$ cat config.mk
export PLATFORM = sky130hd
export DESIGN_NAME = avalon_len_limiter_flat
export DESIGN_NICKNAME = d
export VERILOG_FILES = /design/src/rtl/general_pack.sv /design/src/rtl/avalon_st_if.sv /design/src/rtl/avalon_st_pipe_reg.sv /design/src/rtl/avalon_len_limiter.sv /design/src/flat_wrapper.sv
export SDC_FILE = /design/constraint.sdc
export NUM_CORES = 1
export LEC_CHECK = 0
export CAP_MARGIN = 10
export CORE_ASPECT_RATIO = 0.7
export CORE_UTILIZATION = 25
export CTS_BUF_LIST = sky130_fd_sc_hd__clkbuf_16
export DETAILED_ROUTE_END_ITERATION = 7
export GPL_TIMING_DRIVEN = 0
export PLACE_DENSITY = 0.57
export SLEW_MARGIN = 20
export SYNTH_ARGS = -nofsm -noshare
export SYNTH_HDL_FRONTEND = slang
export SYNTH_SLANG_ARGS = --single-unit
$ cat constraint.sdc
create_clock -name clk -period 12.9 [get_ports clk]
set_input_delay 1.29 -clock clk [delete_from_list [all_inputs] [get_ports clk]]
set_output_delay 1.29 -clock clk [all_outputs]
set_load 0.01 [all_outputs]
$ cat src/rtl/general_pack.sv
`default_nettype none
// ============================================================================
// Package     : general_pack
// Description : Shared types and width helpers for the Avalon-ST length
//               limiter (state enum, beat counter / empty field widths).
// Revision    : 1.0 - initial release
// ============================================================================
package general_pack;

  // Limiter states: idle between messages, forwarding, discarding a tail
  typedef enum logic [1:0] {
    ST_IDLE   = 2'd0,
    ST_IN_MSG = 2'd1,
    ST_DROP   = 2'd2
  } len_lim_sm_t;

  // Beat counter must hold the value MAX_MSG_BEATS itself
  function automatic int beat_cnt_width(input int max_beats);
    return $clog2(max_beats + 1);
  endfunction

  // Width of the Avalon-ST empty field for a given beat width in bytes
  function automatic int empty_width(input int bytes);
    return (bytes > 1) ? $clog2(bytes) : 1;
  endfunction

endpackage
`default_nettype wire

$ cat src/rtl/avalon_st_if.sv
`default_nettype none
// ============================================================================
// Interface   : avalon_st_if
// Description : Avalon-ST beat bundle with sop/eop/empty framing and a
//               ready/valid handshake (rdy driven by the sink).
// Revision    : 1.0 - initial release
// ============================================================================
interface avalon_st_if #(
  parameter int DATA_WIDTH_IN_BYTES = 16
);
  localparam int EMPTY_W = (DATA_WIDTH_IN_BYTES > 1) ? $clog2(DATA_WIDTH_IN_BYTES) : 1;

  logic [DATA_WIDTH_IN_BYTES*8-1:0] data;
  logic                             valid;
  logic                             rdy;
  logic                             sop;
  logic                             eop;
  logic [EMPTY_W-1:0]               empty;

  modport master (output data, valid, sop, eop, empty, input rdy);
  modport slave  (input data, valid, sop, eop, empty, output rdy);
endinterface
`default_nettype wire

$ cat src/rtl/avalon_st_pipe_reg.sv
`default_nettype none
// ============================================================================
// Module      : avalon_st_pipe_reg
// Description : Single-entry Avalon-ST output register. Loads a new beat
//               whenever it is empty or its current beat is being taken;
//               otherwise holds every field stable.
// Revision    : 1.0 - initial release
// ============================================================================
module avalon_st_pipe_reg #(
  parameter int DATA_W  = 128,
  parameter int EMPTY_W = 4
) (
  input  logic               clk,
  input  logic               rst,
  input  logic               load_i,
  input  logic [DATA_W-1:0]  data_i,
  input  logic               sop_i,
  input  logic               eop_i,
  input  logic [EMPTY_W-1:0] empty_i,
  output logic               space_o,
  output logic               valid_o,
  output logic [DATA_W-1:0]  data_o,
  output logic               sop_o,
  output logic               eop_o,
  output logic [EMPTY_W-1:0] empty_o,
  input  logic               rdy_i
);

  logic               valid_q;
  logic [DATA_W-1:0]  data_q;
  logic               sop_q;
  logic               eop_q;
  logic [EMPTY_W-1:0] empty_q;

  // Room for a new beat when empty or when the held beat leaves this cycle
  assign space_o = ~valid_q | rdy_i;

  // Output register: update only when the slot is free, else hold
  always_ff @(posedge clk or posedge rst) begin
    if (rst) begin
      valid_q <= 1'b0;
      data_q  <= '0;
      sop_q   <= 1'b0;
      eop_q   <= 1'b0;
      empty_q <= '0;
    end else if (space_o) begin
      valid_q <= load_i;
      if (load_i) begin
        data_q  <= data_i;
        sop_q   <= sop_i;
        eop_q   <= eop_i;
        empty_q <= empty_i;
      end
    end
  end

  assign valid_o = valid_q;
  assign data_o  = data_q;
  assign sop_o   = sop_q;
  assign eop_o   = eop_q;
  assign empty_o = empty_q;

endmodule
`default_nettype wire

$ cat src/rtl/avalon_len_limiter.sv
`default_nettype none
// ============================================================================
// Module      : avalon_len_limiter
// Description : Truncates Avalon-ST messages longer than MAX_MSG_BEATS.
//               The beat numbered MAX_MSG_BEATS is forced to eop (empty=0),
//               too_long pulses, and the rest of the message is dropped.
//               Optional statistics counters: define
//               AVALON_LEN_LIMITER_STATS_EN to enable msg_count/trunc_count.
// Revision    : 1.0 - initial release
// ============================================================================
module avalon_len_limiter
  import general_pack::*;
#(
  parameter int DATA_WIDTH_IN_BYTES = 16,
  parameter int MAX_MSG_BEATS       = 64
) (
  input  logic        clk,
  input  logic        rst,
  avalon_st_if.slave  in_msg,
  avalon_st_if.master out_msg,
  output logic        too_long,
  output logic [31:0] msg_count,
  output logic [15:0] trunc_count
);

  localparam int DATA_W  = DATA_WIDTH_IN_BYTES * 8;
  localparam int EMPTY_W = empty_width(DATA_WIDTH_IN_BYTES);
  localparam int CNT_W   = beat_cnt_width(MAX_MSG_BEATS);
  localparam logic [CNT_W-1:0] MAX_CNT = CNT_W'(MAX_MSG_BEATS);

  len_lim_sm_t        state_q, state_d;
  logic [CNT_W-1:0]   beat_cnt_q, beat_cnt_d;
  logic [CNT_W-1:0]   w_cnt_inc;
  logic               too_long_q;
  logic               w_pipe_space;
  logic               w_in_rdy;
  logic               w_acc;
  logic               w_fwd;
  logic               w_eop_out;
  logic               w_trunc;
  logic [EMPTY_W-1:0] w_empty_out;

  // Dropped tails are swallowed at full rate. The only exception is an sop
  // beat arriving while the output register is stalled: it has to be
  // forwarded, so it waits instead of being accepted and lost.
  assign w_in_rdy   = (state_q == ST_DROP) ? ~(in_msg.sop & ~w_pipe_space) : w_pipe_space;
  assign in_msg.rdy = w_in_rdy;
  assign w_acc      = in_msg.valid & w_in_rdy;
  // Only evaluated in IN_MSG where beat_cnt_q < MAX_MSG_BEATS, so never wraps
  assign w_cnt_inc  = beat_cnt_q + 1'b1;

  // Next-state, forward and truncate decisions for the accepted beat
  always_comb begin
    state_d    = state_q;
    beat_cnt_d = beat_cnt_q;
    w_fwd      = 1'b0;
    w_trunc    = 1'b0;
    w_eop_out  = in_msg.eop;
    case (state_q)
      ST_IDLE, ST_DROP: begin
        if (w_acc && in_msg.sop) begin
          w_fwd      = 1'b1;
          beat_cnt_d = CNT_W'(1);
          state_d    = in_msg.eop ? ST_IDLE : ST_IN_MSG;
        end else if (w_acc && in_msg.eop && (state_q == ST_DROP)) begin
          state_d = ST_IDLE;
        end
      end
      ST_IN_MSG: begin
        if (w_acc) begin
          w_fwd = 1'b1;
          if (in_msg.sop) begin
            beat_cnt_d = CNT_W'(1);
            state_d    = in_msg.eop ? ST_IDLE : ST_IN_MSG;
          end else begin
            beat_cnt_d = w_cnt_inc;
            if (in_msg.eop) begin
              state_d = ST_IDLE;
            end else if (w_cnt_inc == MAX_CNT) begin
              w_trunc   = 1'b1;
              w_eop_out = 1'b1;
              state_d   = ST_DROP;
            end
          end
        end
      end
      default: state_d = ST_IDLE;
    endcase
  end

  // Truncated beats carry a full last beat; natural eop keeps upstream empty
  assign w_empty_out = (w_eop_out && !w_trunc) ? in_msg.empty : '0;

  // State, beat counter and too_long pulse registers
  always_ff @(posedge clk or posedge rst) begin
    if (rst) begin
      state_q    <= ST_IDLE;
      beat_cnt_q <= '0;
      too_long_q <= 1'b0;
    end else begin
      state_q    <= state_d;
      beat_cnt_q <= beat_cnt_d;
      too_long_q <= w_trunc;
    end
  end

  assign too_long = too_long_q;

  avalon_st_pipe_reg #(
    .DATA_W  (DATA_W),
    .EMPTY_W (EMPTY_W)
  ) u_out_reg (
    .clk     (clk),
    .rst     (rst),
    .load_i  (w_fwd),
    .data_i  (in_msg.data),
    .sop_i   (in_msg.sop),
    .eop_i   (w_eop_out),
    .empty_i (w_empty_out),
    .space_o (w_pipe_space),
    .valid_o (out_msg.valid),
    .data_o  (out_msg.data),
    .sop_o   (out_msg.sop),
    .eop_o   (out_msg.eop),
    .empty_o (out_msg.empty),
    .rdy_i   (out_msg.rdy)
  );

`ifdef AVALON_LEN_LIMITER_STATS_EN
  logic [31:0] msg_cnt_q;
  logic [15:0] trunc_cnt_q;

  // Saturating counters: completed output messages and truncations
  always_ff @(posedge clk or posedge rst) begin
    if (rst) begin
      msg_cnt_q   <= '0;
      trunc_cnt_q <= '0;
    end else begin
      if (out_msg.valid && out_msg.rdy && out_msg.eop && !(&msg_cnt_q)) begin
        msg_cnt_q <= msg_cnt_q + 32'd1;
      end
      if (w_trunc && !(&trunc_cnt_q)) begin
        trunc_cnt_q <= trunc_cnt_q + 16'd1;
      end
    end
  end

  assign msg_count   = msg_cnt_q;
  assign trunc_count = trunc_cnt_q;
`else
  assign msg_count   = 32'd0;
  assign trunc_count = 16'd0;
`endif

endmodule
`default_nettype wire

$ cat src/flat_wrapper.sv
// flat-port wrapper written by rule: the top's interface ports become plain ports
module avalon_len_limiter_flat import general_pack::*;
#(
  parameter int DATA_WIDTH_IN_BYTES = 16,
  parameter int MAX_MSG_BEATS       = 64
)
  (clk, rst, too_long, msg_count, trunc_count, in_msg_data, in_msg_valid, in_msg_sop, in_msg_eop, in_msg_empty, in_msg_rdy, out_msg_data, out_msg_valid, out_msg_sop, out_msg_eop, out_msg_empty, out_msg_rdy);
  avalon_st_if #(.DATA_WIDTH_IN_BYTES(DATA_WIDTH_IN_BYTES)) in_msg_i ();
  avalon_st_if #(.DATA_WIDTH_IN_BYTES(DATA_WIDTH_IN_BYTES)) out_msg_i ();
  input  logic clk;
  input  logic rst;
  output logic too_long;
  output logic [31:0] msg_count;
  output logic [15:0] trunc_count;
  input wire logic [$bits(in_msg_i.data)-1:0] in_msg_data;
  input wire logic [$bits(in_msg_i.valid)-1:0] in_msg_valid;
  input wire logic [$bits(in_msg_i.sop)-1:0] in_msg_sop;
  input wire logic [$bits(in_msg_i.eop)-1:0] in_msg_eop;
  input wire logic [$bits(in_msg_i.empty)-1:0] in_msg_empty;
  output wire logic [$bits(in_msg_i.rdy)-1:0] in_msg_rdy;
  output wire logic [$bits(out_msg_i.data)-1:0] out_msg_data;
  output wire logic [$bits(out_msg_i.valid)-1:0] out_msg_valid;
  output wire logic [$bits(out_msg_i.sop)-1:0] out_msg_sop;
  output wire logic [$bits(out_msg_i.eop)-1:0] out_msg_eop;
  output wire logic [$bits(out_msg_i.empty)-1:0] out_msg_empty;
  input wire logic [$bits(out_msg_i.rdy)-1:0] out_msg_rdy;
  assign in_msg_i.data = in_msg_data;
  assign in_msg_i.valid = in_msg_valid;
  assign in_msg_i.sop = in_msg_sop;
  assign in_msg_i.eop = in_msg_eop;
  assign in_msg_i.empty = in_msg_empty;
  assign in_msg_rdy = in_msg_i.rdy;
  assign out_msg_data = out_msg_i.data;
  assign out_msg_valid = out_msg_i.valid;
  assign out_msg_sop = out_msg_i.sop;
  assign out_msg_eop = out_msg_i.eop;
  assign out_msg_empty = out_msg_i.empty;
  assign out_msg_i.rdy = out_msg_rdy;
  avalon_len_limiter #(.DATA_WIDTH_IN_BYTES(DATA_WIDTH_IN_BYTES), .MAX_MSG_BEATS(MAX_MSG_BEATS)) u_core (.clk(clk), .rst(rst), .in_msg(in_msg_i), .out_msg(out_msg_i), .too_long(too_long), .msg_count(msg_count), .trunc_count(trunc_count));
endmodule
==> flow_metrics.py, run 1 <==
metrics = {
    "power_and_ir_drop": {
        "power.share.sequential": 0.398,
        "intPower_mw": 1.07,
        "power_switching_mw": 0.452,
        "vdd_drop_max_mv": 0.0827,
        "switching_share": 0.298,
        "p_per_area_nw_per_um2": 153,
        "combPwrFrac": 0.303,
        "cellLeakagePower_nw": 4.94,
        "clkPwrFrac": 0.298,
    },
    "setup_path": {
        "worstReg2RegEnd": "u_core.u_out_reg.data_o[34]",
        "r2r_slack_ps": 11270,
        "crit_chain": "clkdlybuf4s50_1 -> nor2b_1 -> o21ai_0 -> clkdlybuf4s50_1",
        "crit_required_ps": 11610,
        "crit_path_start_kind": "primary input",
        "r2r_start": "u_core.u_out_reg.valid_o",
        "cp_max_fo": 2,
        "worst_ep_arrival_time_ps": 2480,
        "critPathMaxStageDelay_ps": 590,
        "worst_path_most_repeated_cell": "clkdlybuf4s50_1",
        "endpoint_kind": "output pin",
        "cp_top_family": "buffers and inverters",
        "crit_slowest_cell": "clkdlybuf4s50_1",
        "rr_worst_depth": 7,
        "critical_path_class": "in2out",
        "crit_buf_inv": 2,
    },
    "clock_network": {
        "h-tree-depth": 4,
        "numCtsBuffers": 17,
        "cts_tree": "built",
        "cts_hold_buf": 0,
        "post_cts_buffers": 0,
        "cts_sinks": 145,
        "root_buffer": "clkbuf_16",
        "cts_resized": 0,
        "clock_latency_ps": 420,
        "clkTransAtPathRegs_ps": 60,
        "cts_max_path_buffers": 2,
    },
    "placed_design": {
        "port_buffers": 272,
        "preCtsSetupSlack_ps": 9130,
        "dp.cells": 1321,
        "post-dp-hpwl_um": 13500,
        "place_congestion": 0.787,
    },
    "cells_and_area": {
        "regArea_um2": 3630,
        "multiInputGateArea_um2": 2050,
        "area_growth_pct": 63.8,
        "n_antenna_cell": 0,
        "drive_above_1_share": 0.111,
        "stdcell_count": 1353,
        "final_common_cell": "nand2_1",
        "fillers": 2367,
        "nNetsFinal": 1161,
        "layout_common_cells": "nand2_1, clkdlybuf4s50_1, dfrtp_1, buf_4, conb_1",
    },
    "timing": {
        "fin_worst_skew_ps": 6.40,
        "setup_violations": 0,
        "finalSetupTns_ps": 0,
        "period_minus_slack_ps": 3770,
        "drv_slew": 0,
        "max_freq_mhz": 265,
        "finalHoldViolCount": 0,
        "rsz0062_at_grt": "no",
        "whs_ps": 471,
        "period_share": 0.292,
        "layout_setup_ws_ps": 9130,
    },
    "detailed_routing": {
        "viasPerCell": 3.87,
        "drc_errors": 0,
        "drt_first_pass_iters": 5,
        "wl_per_cell_um": 13.6,
        "wirelength_um": 18400,
        "vias": 5234,
        "drtIter0Drc": 201,
        "ant_nets": 0,
    },
    "synthesis": {
        "synthCells": 683,
        "ys_warn_count": 0,
        "synth_edf_count": 0,
        "ys_types": 35,
        "syn_area_per_cell_um2": 8.86,
        "synthArstFlopShare": 1.00,
        "synth_top_flop_cell": "dfrtp_1",
        "synth_area_um2": 6050,
        "yosysSeqAreaShare": 0.600,
        "ys_ff_latch": 145,
    },
    "global_route": {
        "overflow": 0,
        "grtUsageTotal": 0.153,
        "grt_max_degree": 97,
        "grt_pass1_vias": 5150,
        "grt_pass1_wl_um": 29200,
        "antenna_found_initial": 0,
    },
    "floorplan": {
        "die_w_um": 188,
        "std_cell_rows": 47,
        "start_util": 0.255,
        "die_y_um": 132,
        "die-area_um2": 24800,
        "io_pins": 323,
        "core_um2": 23700,
    },
    "worst_hold_path": {
        "min_from": "u_core.u_out_reg.data_o[10]",
        "hold_class": "reg2reg",
        "hold_path_depth": 2,
        "min_to": "u_core.u_out_reg.data_o[10]",
    },
    "job": {
        "maxCapViolations": 0,
    },
    "run_status": {
        "status": "completed",
    },
}
[state kept, by name, indices dropped and copies added (netlist names)]
register	cells
u_core.u_out_reg.empty_o	4
u_core.u_out_reg.sop_o	1
u_core.u_out_reg.data_o	128
u_core.u_out_reg.valid_o	1
u_core.u_out_reg.eop_o	1
u_core.beat_cnt_q	7
u_core.too_long	1
u_core.state_q	2
[final cells by class]
type / count / area share
Clock inverter: 15 / 0.0105
Sequential cell: 145 / 0.366
Timing Repair Buffer: 273 / 0.277
Tap cell: 318 / 0.0401
Buffer: 81 / 0.0549
Multi-Input combinational cell: 502 / 0.207
Clock buffer: 17 / 0.0429
Inverter: 2 / 0.00151
[synth_stat cells, types with 2 or more instances]
cell / n / share of area
nand2_1: 405 / 0.25
dfrtp_1: 145 / 0.60
buf_4: 54 / 0.067
buf_2: 24 / 0.020
nand3_1: 6 / 0.0050
nor2_1: 6 / 0.0037
o21ai_1: 5 / 0.0041
nor2b_1: 3 / 0.0031
o21ai_0: 3 / 0.0025
a21o_1: 2 / 0.0025
a21oi_1: 2 / 0.0017
clkbuf_1: 2 / 0.0012
inv_1: 2 / 0.0012
o22a_1: 2 / 0.0029
xnor2_1: 2 / 0.0029
[layer usage]
layer / vias to the layer above / part of all wire / wire (um) / global-route usage
met5: - / 0 / 0 / 0
met4: 0 / 0.0097 / 178 / 0.0515
met3: 12 / 0.078 / 1440 / 0.0543
met2: 163 / 0.44 / 8100 / 0.226
met1: 2382 / 0.47 / 8700 / 0.207
li1: 2677 / - / - / -
[power groups by stage]
stage | logic (mW) | registers (mW) | clock network (mW)
2_1_floorplan | 0.137 | 0.655 | 0
3_5_place_dp | 0.467 | 0.611 | 0
3_3_place_gp | 0.465 | 0.609 | 0
5_1_grt | 0.504 | 0.618 | 0.487
4_1_cts | 0.468 | 0.605 | 0.470
6_report | 0.460 | 0.604 | 0.453
[per-stage QoR]
stage           util  power, mW  instance area [um2]
2_1_floorplan      -      0.791                 6230
6_report       0.418       1.52                 9910
4_1_cts        0.418       1.54                 9910
3_5_place_dp   0.396       1.08                 9380
5_1_grt        0.418       1.61                 9910
3_3_place_gp   0.394       1.07                 9350
[worst reg2reg max path, cell delays in order, from the launching register on]
cell	delay, ps
dfrtp_1	390
nand2b_2	150
o2111a_1	200
buf_2	270
buf_6	210
buf_4	190
nand2_1	100
nand2_1	70
[how the worst max path moves through the flow]
stage,start,endpoint,slack (ps),cells after the start
after floorplan,rst,u_core.beat_cnt_q[0],7720,1
after global placement,rst,u_core.u_out_reg.data_o[66],5210,2
after detailed placement,out_msg_rdy,in_msg_rdy,9130,4
after CTS,out_msg_rdy,in_msg_rdy,9120,4
after global routing,out_msg_rdy,in_msg_rdy,9030,4
final,out_msg_rdy,in_msg_rdy,9130,4
[logic make-up (layout without fill, tap and decap cells)]
logic type                 Yosys count  count (layout)  synth area share
DFF                                145             145             0.600
buffers and inverters               83             388            0.0912
xor gates and xnor gates             2               2           0.00290
AOI/OAI and AO/OA                   20              20            0.0234
muxes                                2               2           0.00352
other                                1              48          0.000620
and+or+nand+nor                    429             429             0.277
adders and majority gates            1               1           0.00207
Power figures use the tool's default switching activity.
==> run 2, diff against run 1 <==
--- a/config.mk
+++ b/config.mk
@@ -11,7 +11,7 @@
 export CTS_BUF_LIST = sky130_fd_sc_hd__clkbuf_16
 export DETAILED_ROUTE_END_ITERATION = 7
 export GPL_TIMING_DRIVEN = 0
-export PLACE_DENSITY = 0.57
+export PLACE_DENSITY = 0.59
 export SLEW_MARGIN = 20
 export SYNTH_ARGS = -nofsm -noshare
 export SYNTH_HDL_FRONTEND = slang
==> constraint.sdc (replaced) <==
create_clock -name clk -period 3.35 [get_ports clk]
set_input_delay 0.335 -clock clk [delete_from_list [all_inputs] [get_ports clk]]
set_output_delay 0.335 -clock clk [all_outputs]
set_load 0.01 [all_outputs]
==> flow_metrics.py, run 2 (synthesis gave the netlist of run 1 again) <==
metrics = {
    "run_status": {
        "status": "completed",
    },
    "setup_path": {
        "crit_required_ps": 3010,
        "crit_slowest_cell": "clkdlybuf4s50_1",
        "crit_buf_inv": 1,
        "crit_path_start_kind": "flip-flop",
        "crit_chain": "nand2b_1 -> o21ai_0 -> clkdlybuf4s50_1",
        "endpoint_kind": "output pin",
        "critical_path_class": "reg2out",
        "worst_ep_arrival_time_ps": 1770,
        "cp_max_fo": 6,
        "cp_top_family": "buffers and inverters",
        "critPathMaxStageDelay_ps": 590,
    },
    "detailed_routing": {
        "ant_nets": 0,
        "wl_per_cell_um": 14.0,
        "wirelength_um": 19000,
        "drtIter0Drc": 196,
        "drt_first_pass_iters": 6,
        "viasPerCell": 3.94,
        "drc_errors": 0,
        "vias": 5346,
    },
    "floorplan": {
        "io_pins": 323,
        "std_cell_rows": 47,
        "start_util": 0.255,
        "die_w_um": 188,
        "die_y_um": 132,
        "core_um2": 23700,
        "die-area_um2": 24800,
    },
    "cells_and_area": {
        "fillers": 2358,
        "nNetsFinal": 1165,
        "n_antenna_cell": 0,
        "area_growth_pct": 65.0,
        "utilization": 0.421,
        "layout_common_cells": "nand2_1, clkdlybuf4s50_1, dfrtp_1, buf_4, conb_1",
        "drive_above_1_share": 0.112,
        "multiInputGateArea_um2": 2050,
        "regArea_um2": 3630,
        "largest_reg_flops": 128,
        "final_common_cell": "nand2_1",
    },
    "timing": {
        "fin_worst_skew_ps": 11.7,
        "tightest_slew_ps": 556,
        "max_freq_mhz": 475,
        "max_slew_margin": 0.629,
        "drv_slew": 0,
        "period_minus_slack_ps": 2100,
        "finalHoldViolCount": 0,
        "period_share": 0.628,
        "rsz0062_at_grt": "no",
        "setup_violations": 0,
        "whs_ps": 306,
        "layout_setup_ws_ps": 1250,
    },
    "clock_network": {
        "root_buffer": "clkbuf_16",
        "cts_max_path_buffers": 2,
        "clock_latency_ps": 410,
        "h-tree-depth": 4,
        "cts_hold_buf": 0,
        "cts_sinks": 145,
        "post_cts_buffers": 0,
        "clkTransAtPathRegs_ps": 60,
        "cts_resized": 0,
        "cts_tree": "built",
        "numCtsBuffers": 17,
    },
    "placed_design": {
        "place_congestion": 0.818,
        "post-dp-hpwl_um": 14300,
        "port_buffers": 272,
        "preCtsSetupSlack_ps": 1180,
    },
    "job": {
        "maxCapViolations": 0,
    },
    "power_and_ir_drop": {
        "p_total_mw": 5.86,
        "cellLeakagePower_nw": 4.96,
        "p_per_area_nw_per_um2": 587,
        "vdd_drop_max_mv": 0.299,
    },
    "global_route": {
        "grt_max_degree": 30,
        "grtUsageTotal": 0.155,
        "antenna_found_initial": 0,
        "overflow": 0,
        "grt_pass1_wl_um": 29900,
        "grt_pass1_vias": 5288,
    },
    "worst_hold_path": {
        "hold_class": "in2reg",
    },
}
## run 2: changes by cell type in the layout (fill, tap and decap cells not counted), sizes merged
cell / delta
buf: +4
clkinv: -1
clkinvlp: +1
inv: -1
## run 2: layout make-up
type | instances | share of cell area
repair buffers | 277 | 0.283
flip-flops and latches | 145 | 0.363
multi-input cells | 502 | 0.205
plain buffers | 81 | 0.0545
well taps | 318 | 0.0398
inverters | 2 | 0.00113
clock buffers | 17 | 0.0426
clock inverters | 14 | 0.0100
## run 2: through the flow
stage	setup TNS, ps	instance area [um2]	std cells
floorplan	0	6230	730
global placement	-40930	9350	1320
detailed placement	0	9460	1325
CTS	0	9980	1356
global route	0	9980	1356
finish	0	9980	1356
## run 2: power breakdown
part           total, mW  internal (mW)  switching, mW
combinational       1.80          0.987          0.809
sequential          2.34           2.12          0.211
clock               1.73          0.999          0.729
## run 2: final timing paths
check / from / to / slack [ps] / cells past startpoint
max: u_core.state_q[0] / in_msg_rdy / 1250 / 3
min: in_msg_sop / u_core.state_q[0] / 310 / 2
max reg2reg: u_core.u_out_reg.valid_o / u_core.u_out_reg.data_o[43] / 1720 / 7
min reg2reg: u_core.u_out_reg.empty_o[1] / u_core.u_out_reg.empty_o[1] / 470 / 2
max in group asynchronous: rst / u_core.beat_cnt_q[4] / 2250 / 4
min in group asynchronous: rst / u_core.u_out_reg.data_o[71] / 320 / 2
## run 2: metal layers
layer | part of all wire | GRT usage | vias up
met5 | 0 | 0 | -
met4 | 0.010 | 0.0397 | 0
met3 | 0.073 | 0.0535 | 15
met2 | 0.44 | 0.231 | 174
met1 | 0.48 | 0.214 | 2474
li1 | - | - | 2683
## run 2: worst reg2reg max path, delay by kind of cell (launching register included)
kind | cells | cell delay, ps
buffers and inverters | 3 | 660
flip-flops | 1 | 390
AND/OR/NAND/NOR | 3 | 310
AO/OA/AOI/OAI | 1 | 190
==> variant 1: new RTL, flow settings as in run 2 <==
Encoding of `len_lim_sm_t`: now one-hot (3 bits for 3 values).
--- a/src/rtl/general_pack.sv
+++ b/src/rtl/general_pack.sv
@@ -9,8 +9,8 @@
 
   // Limiter states: idle between messages, forwarding, discarding a tail
-  typedef enum logic [1:0] {
-    ST_IDLE   = 2'd0,
-    ST_IN_MSG = 2'd1,
-    ST_DROP   = 2'd2
+  typedef enum logic [2:0] {
+    ST_IDLE   = 3'b001,
+    ST_IN_MSG = 3'b010,
+    ST_DROP   = 3'b100
   } len_lim_sm_t;
 
Function: no difference found for any inputs over 4 cycles, from zero or initial values and one cycle with rst high; so few cycles prove little.
==> variant 1 against run 2 <==
  * Critical path depth rose by 1
  * Highest routed layer unchanged
  * Cell area is 4.9% higher
  * Sequential power up 17%
  * Synthesized area up 6.8%
  * Critical endpoint unchanged
  * Setup slack lost 0.26 ns
  * Largest power group is now combinational logic
  * Critical path type unchanged
  * Count of clock-buffer cells in the layout did not move
  * Total power grew 33%
  * Non-clock buffer count decreased by 12
  * Die area increased by 6.7%
  * Global-route usage decreased by 2.1 points
  * Sequential cell count up 1
  * Clock power rose by 15%
  * Routed wire length decreased by 6.8%
==> variant 1: results (changes against run 2) <==
Synth Warn # 0 (unchanged); DP Wirelength 13.2 mm (-7.6%); global-route wire length before repair 26.8 mm (-10%); DR iter-0 viols 172 (-12%); vias in the first global route 4526 (-14%); Hold Crit Class in2async; status finished clean; Layout Nets 911 (-22%); layout cells sized above 1 0.296 (+0.184); Crit-path slowest cell clkdlybuf4s50_1; diode count 0 (unchanged); later-pin clock latency in the skew report 0.43 ns (+0.02 ns); CTS resizes 0 (unchanged); met1 Use GR 0.183 (-0.0309); Met1 Routed Length 8.41 mm (-6.8%); Synth top cells by count 145 x dfrtp_1, 80 x mux2_4, 49 x buf_4; area post-placement 0.00987 mm2 (+4.4%); met2 WL post-DR 7.94 mm (-5.2%); delay of the slowest critical-path stage 0.54 ns (-0.05 ns); met3 Use GR 0.0527 (-0.000765); Max clock buf depth 2 (unchanged); FFs w/ async S/R, synth 1.00 (unchanged); Worst-path clk slew 0.07 ns; sequential fraction of the synthesis area 0.566 (-0.0341); Fillers 2366 (+0.34%); synth top area cells dfrtp_1 56%, mux2_4 19%, mux2_2 7.0%; Max VDD drop 344 uV (+15%); CP Max Fanout 9 (+3); LEAKAGE 0.00473 uW (-4.6%); drt wl/cell 15.9 um (+14%); Avg Vias per Cell 4.02 (+1.9%); largest net degree at the start of global routing 31 (+3.3%); ys flop type dfrtp_1; met3 WL 1.22 mm (-12%); top sig layer met4; WP data arrival 2.02 ns (+0.25 ns); Root Buffer clkbuf_16; Port Buffer Count 272 (unchanged); CTS buffer count 17 (unchanged); Distinct cells, synth 46 (+31%); initial antenna violation count 0 (unchanged); postcts setup bufs 0 (unchanged); M2 GR Usage 0.197 (-0.0338); H-tree depth 4 (unchanged); max FFs per register 128 (unchanged); pre-CTS setup slack 1.01 ns (-0.168 ns); Clock Skew 0.00934 ns (-0.00234 ns); DR pass1 iterations 4 (-2); gpl congestion 0.723 (-12%); Top delay family on crit path buffers and inverters; GRT Total Usage 0.134 (-0.0211)
-- variant 1: cell families (layout without fill, tap and decap cells) --
family,after synthesis,in the layout,synth area share
mux,129,129,0.271
fa+ha+maj,1,1,0.00194
other cells,1,48,0.000580
compound gates,32,32,0.0331
simple gates,45,45,0.0395
buf+inv,71,380,0.0827
xor+xnor,4,4,0.00542
flops,146,146,0.566
-- variant 1: layout make-up --
| cell class | instances | area [um2] | share of cell area |
|---|---|---|---|
| buffer | 69 | 527 | 0.0503 |
| inverter | 2 | 11.3 | 0.00107 |
| clock buffer | 17 | 425 | 0.0406 |
| clock inverter | 15 | 179 | 0.0171 |
| tap | 325 | 407 | 0.0388 |
| multi-input combinational | 259 | 2450 | 0.234 |
| timing repair buffer | 277 | 2820 | 0.269 |
| sequential | 146 | 3650 | 0.349 |
-- variant 1: final timing paths --
path,start,to,slack (ns),cells after the start
max reg2reg,u_core.state_q[0],u_core.u_out_reg.data_o[62],1.07,7
min in group clk,in_msg_sop,u_core.u_out_reg.sop_o,0.29,2
min reg2reg,u_core.u_out_reg.empty_o[1],u_core.u_out_reg.empty_o[1],0.49,2
max,u_core.state_q[0],in_msg_rdy,0.99,4
min,rst,u_core.u_out_reg.data_o[69],0.18,2
max in group asynchronous,rst,u_core.state_q[0],2.46,4
-- variant 1: power breakdown --
group / internal, uW / switching (uW)
sequential: 2400 / 332
combinational: 1980 / 1070
clock: 1180 / 814
-- variant 1: metrics by stage --
step / util / cells / total power [uW]
global route: 0.419 / 1110 / 8170
detailed placement: 0.395 / 1078 / 5830
global placement: 0.391 / 1073 / 5800
CTS: 0.419 / 1110 / 7890
floorplan: - / 476 / 4110
finish: 0.419 / 1110 / 7780
==> variant 2: new RTL, settings of run 2 <==
Made on the original files. Build with the macro `AVALON_LEN_LIMITER_STATS_EN` defined.
--- a/src/rtl/avalon_len_limiter.sv
+++ b/src/rtl/avalon_len_limiter.sv
@@ -9,4 +9,6 @@
 // Revision    : 1.0 - initial release
 // ============================================================================
+`define AVALON_LEN_LIMITER_STATS_EN
+
 module avalon_len_limiter
   import general_pack::*;
Behaviour: not the same (a bounded check fails within 4 cycles, from zero or initial values and one cycle with rst high).
==> variant 2 against run 2 <==
  * Cell area increased by 24%
  * Synthesized area increased by 32%
  * Sequential cell count increased by 48
  * Largest cell class unchanged
  * Hold slack got worse by 0.060 ns
  * Global-route usage decreased by 1.6 points
  * Routed wire length increased by 17%
  * Setup slack got worse by 0.24 ns
  * Total power increased by 31%
  * Highest routed layer unchanged
  * Clock skew about the same
  * Fmax decreased by 10%
==> variant 2: results (changes against run 2) <==
later-pin clock latency in the skew report 0.45 ns (+0.04 ns); Clock Skew 0.0114 ns (-0.000319 ns); Max VDD drop 282 uV (-5.7%); global-route wire length before repair 34.6 mm (+16%); Hold WS 0.247 ns (-0.0596 ns); Synth top cells by count 193 x dfrtp_1, 130 x mux2_2, 38 x xnor2_1; vias in the first global route 5853 (+11%); layout cells sized above 1 0.225 (+0.114); initial antenna violation count 1 (+1); Hold Crit Class in2async; R2R Path Start u_core.msg_count[10]; delay of the slowest critical-path stage 0.69 ns (+0.10 ns); Distinct cells, synth 51 (+46%); LEAKAGE 0.00505 uW (+1.8%); status finished clean; Worst-path clk slew 0.08 ns (+0.02 ns); flop2flop setup slack 1.01 ns (-0.71 ns); worst reg2reg path depth 5 (-2); Port Buffer Count 320 (+18%); GRT Total Usage 0.139 (-0.0160); synth top area cells dfrtp_1 61%, mux2_2 18%, xnor2_1 4.2%; WP data arrival 2.67 ns (+0.90 ns); Top delay family on crit path simple AND/OR/NAND/NOR gates; P_sw 2260 uW (+29%); DP Wirelength 16.9 mm (+18%); Layout Nets 1055 (-9.4%); sequential fraction of the synthesis area 0.607 (+0.00687); DR pass1 iterations 4 (-2)
-- variant 2: routing by layer --
layer / vias to the layer above / global-route usage / share of wire
met5: - / 0 / 0
met4: 0 / 0.0355 / 0.011
met3: 16 / 0.0498 / 0.064
met2: 196 / 0.210 / 0.46
met1: 2846 / 0.188 / 0.47
li1: 2722 / - / -
-- variant 2: cells by family after synthesis --
kind of cell | Yosys count | share of synthesized area
xor gates and xnor gates | 47 | 0.0517
and+or+nand+nor | 136 | 0.106
DFF | 193 | 0.607
adders and majority gates | 3 | 0.00471
buffers and inverters | 24 | 0.0151
AOI/OAI and AO/OA | 34 | 0.0310
muxes | 131 | 0.185
-- variant 2: cell type report --
type                            count  area (um2)
Antenna cell                        1        2.50
Buffer                             20         105
Sequential cell                   193        4830
Tap cell                          420         526
Timing Repair Buffer              327        3350
Multi-Input combinational cell    351        3010
Fill cell                        3008       18800
Clock inverter                     15         145
Inverter                            4        18.8
Clock buffer                       17         425
-- variant 2: power groups by stage --
stage          clock network [uW]  registers (uW)  logic [uW]
5_1_grt                      2200            3270        2630
6_report                     2010            3190        2470
3_5_place_dp                    0            3230        2510
4_1_cts                      2100            3190        2510
3_3_place_gp                    0            3210        2470
2_1_floorplan                   0            3470         744
-- variant 2: stage by stage --
stage / utilization / power (uW) / instances / setup TNS (ns) / cell area (um2)
6_report: 0.398 / 7660 / 1348 / 0 / 12400
5_1_grt: 0.398 / 8100 / 1348 / 0 / 12400
3_3_place_gp: 0.375 / 5680 / 1308 / -251.20 / 11700
4_1_cts: 0.398 / 7810 / 1347 / 0 / 12400
2_1_floorplan: - / 4210 / 568 / 0 / 7970
3_5_place_dp: 0.379 / 5740 / 1315 / 0 / 11800
-- variant 2: how the worst max path moves through the flow --
stage | startpoint | end | slack (ns) | cells after the start
finish | u_core.msg_count[10] | u_core.msg_count[17] | 1.01 | 5
global placement | rst | u_core.u_out_reg.data_o[92] | -1.32 | 2
detailed placement | out_msg_rdy | u_core.u_out_reg.data_o[48] | 0.44 | 7
floorplan | rst | u_core.beat_cnt_q[0] | 0.52 | 1
CTS | out_msg_rdy | u_core.u_out_reg.data_o[48] | 0.95 | 7
global route | u_core.msg_count[10] | u_core.msg_count[17] | 0.83 | 5
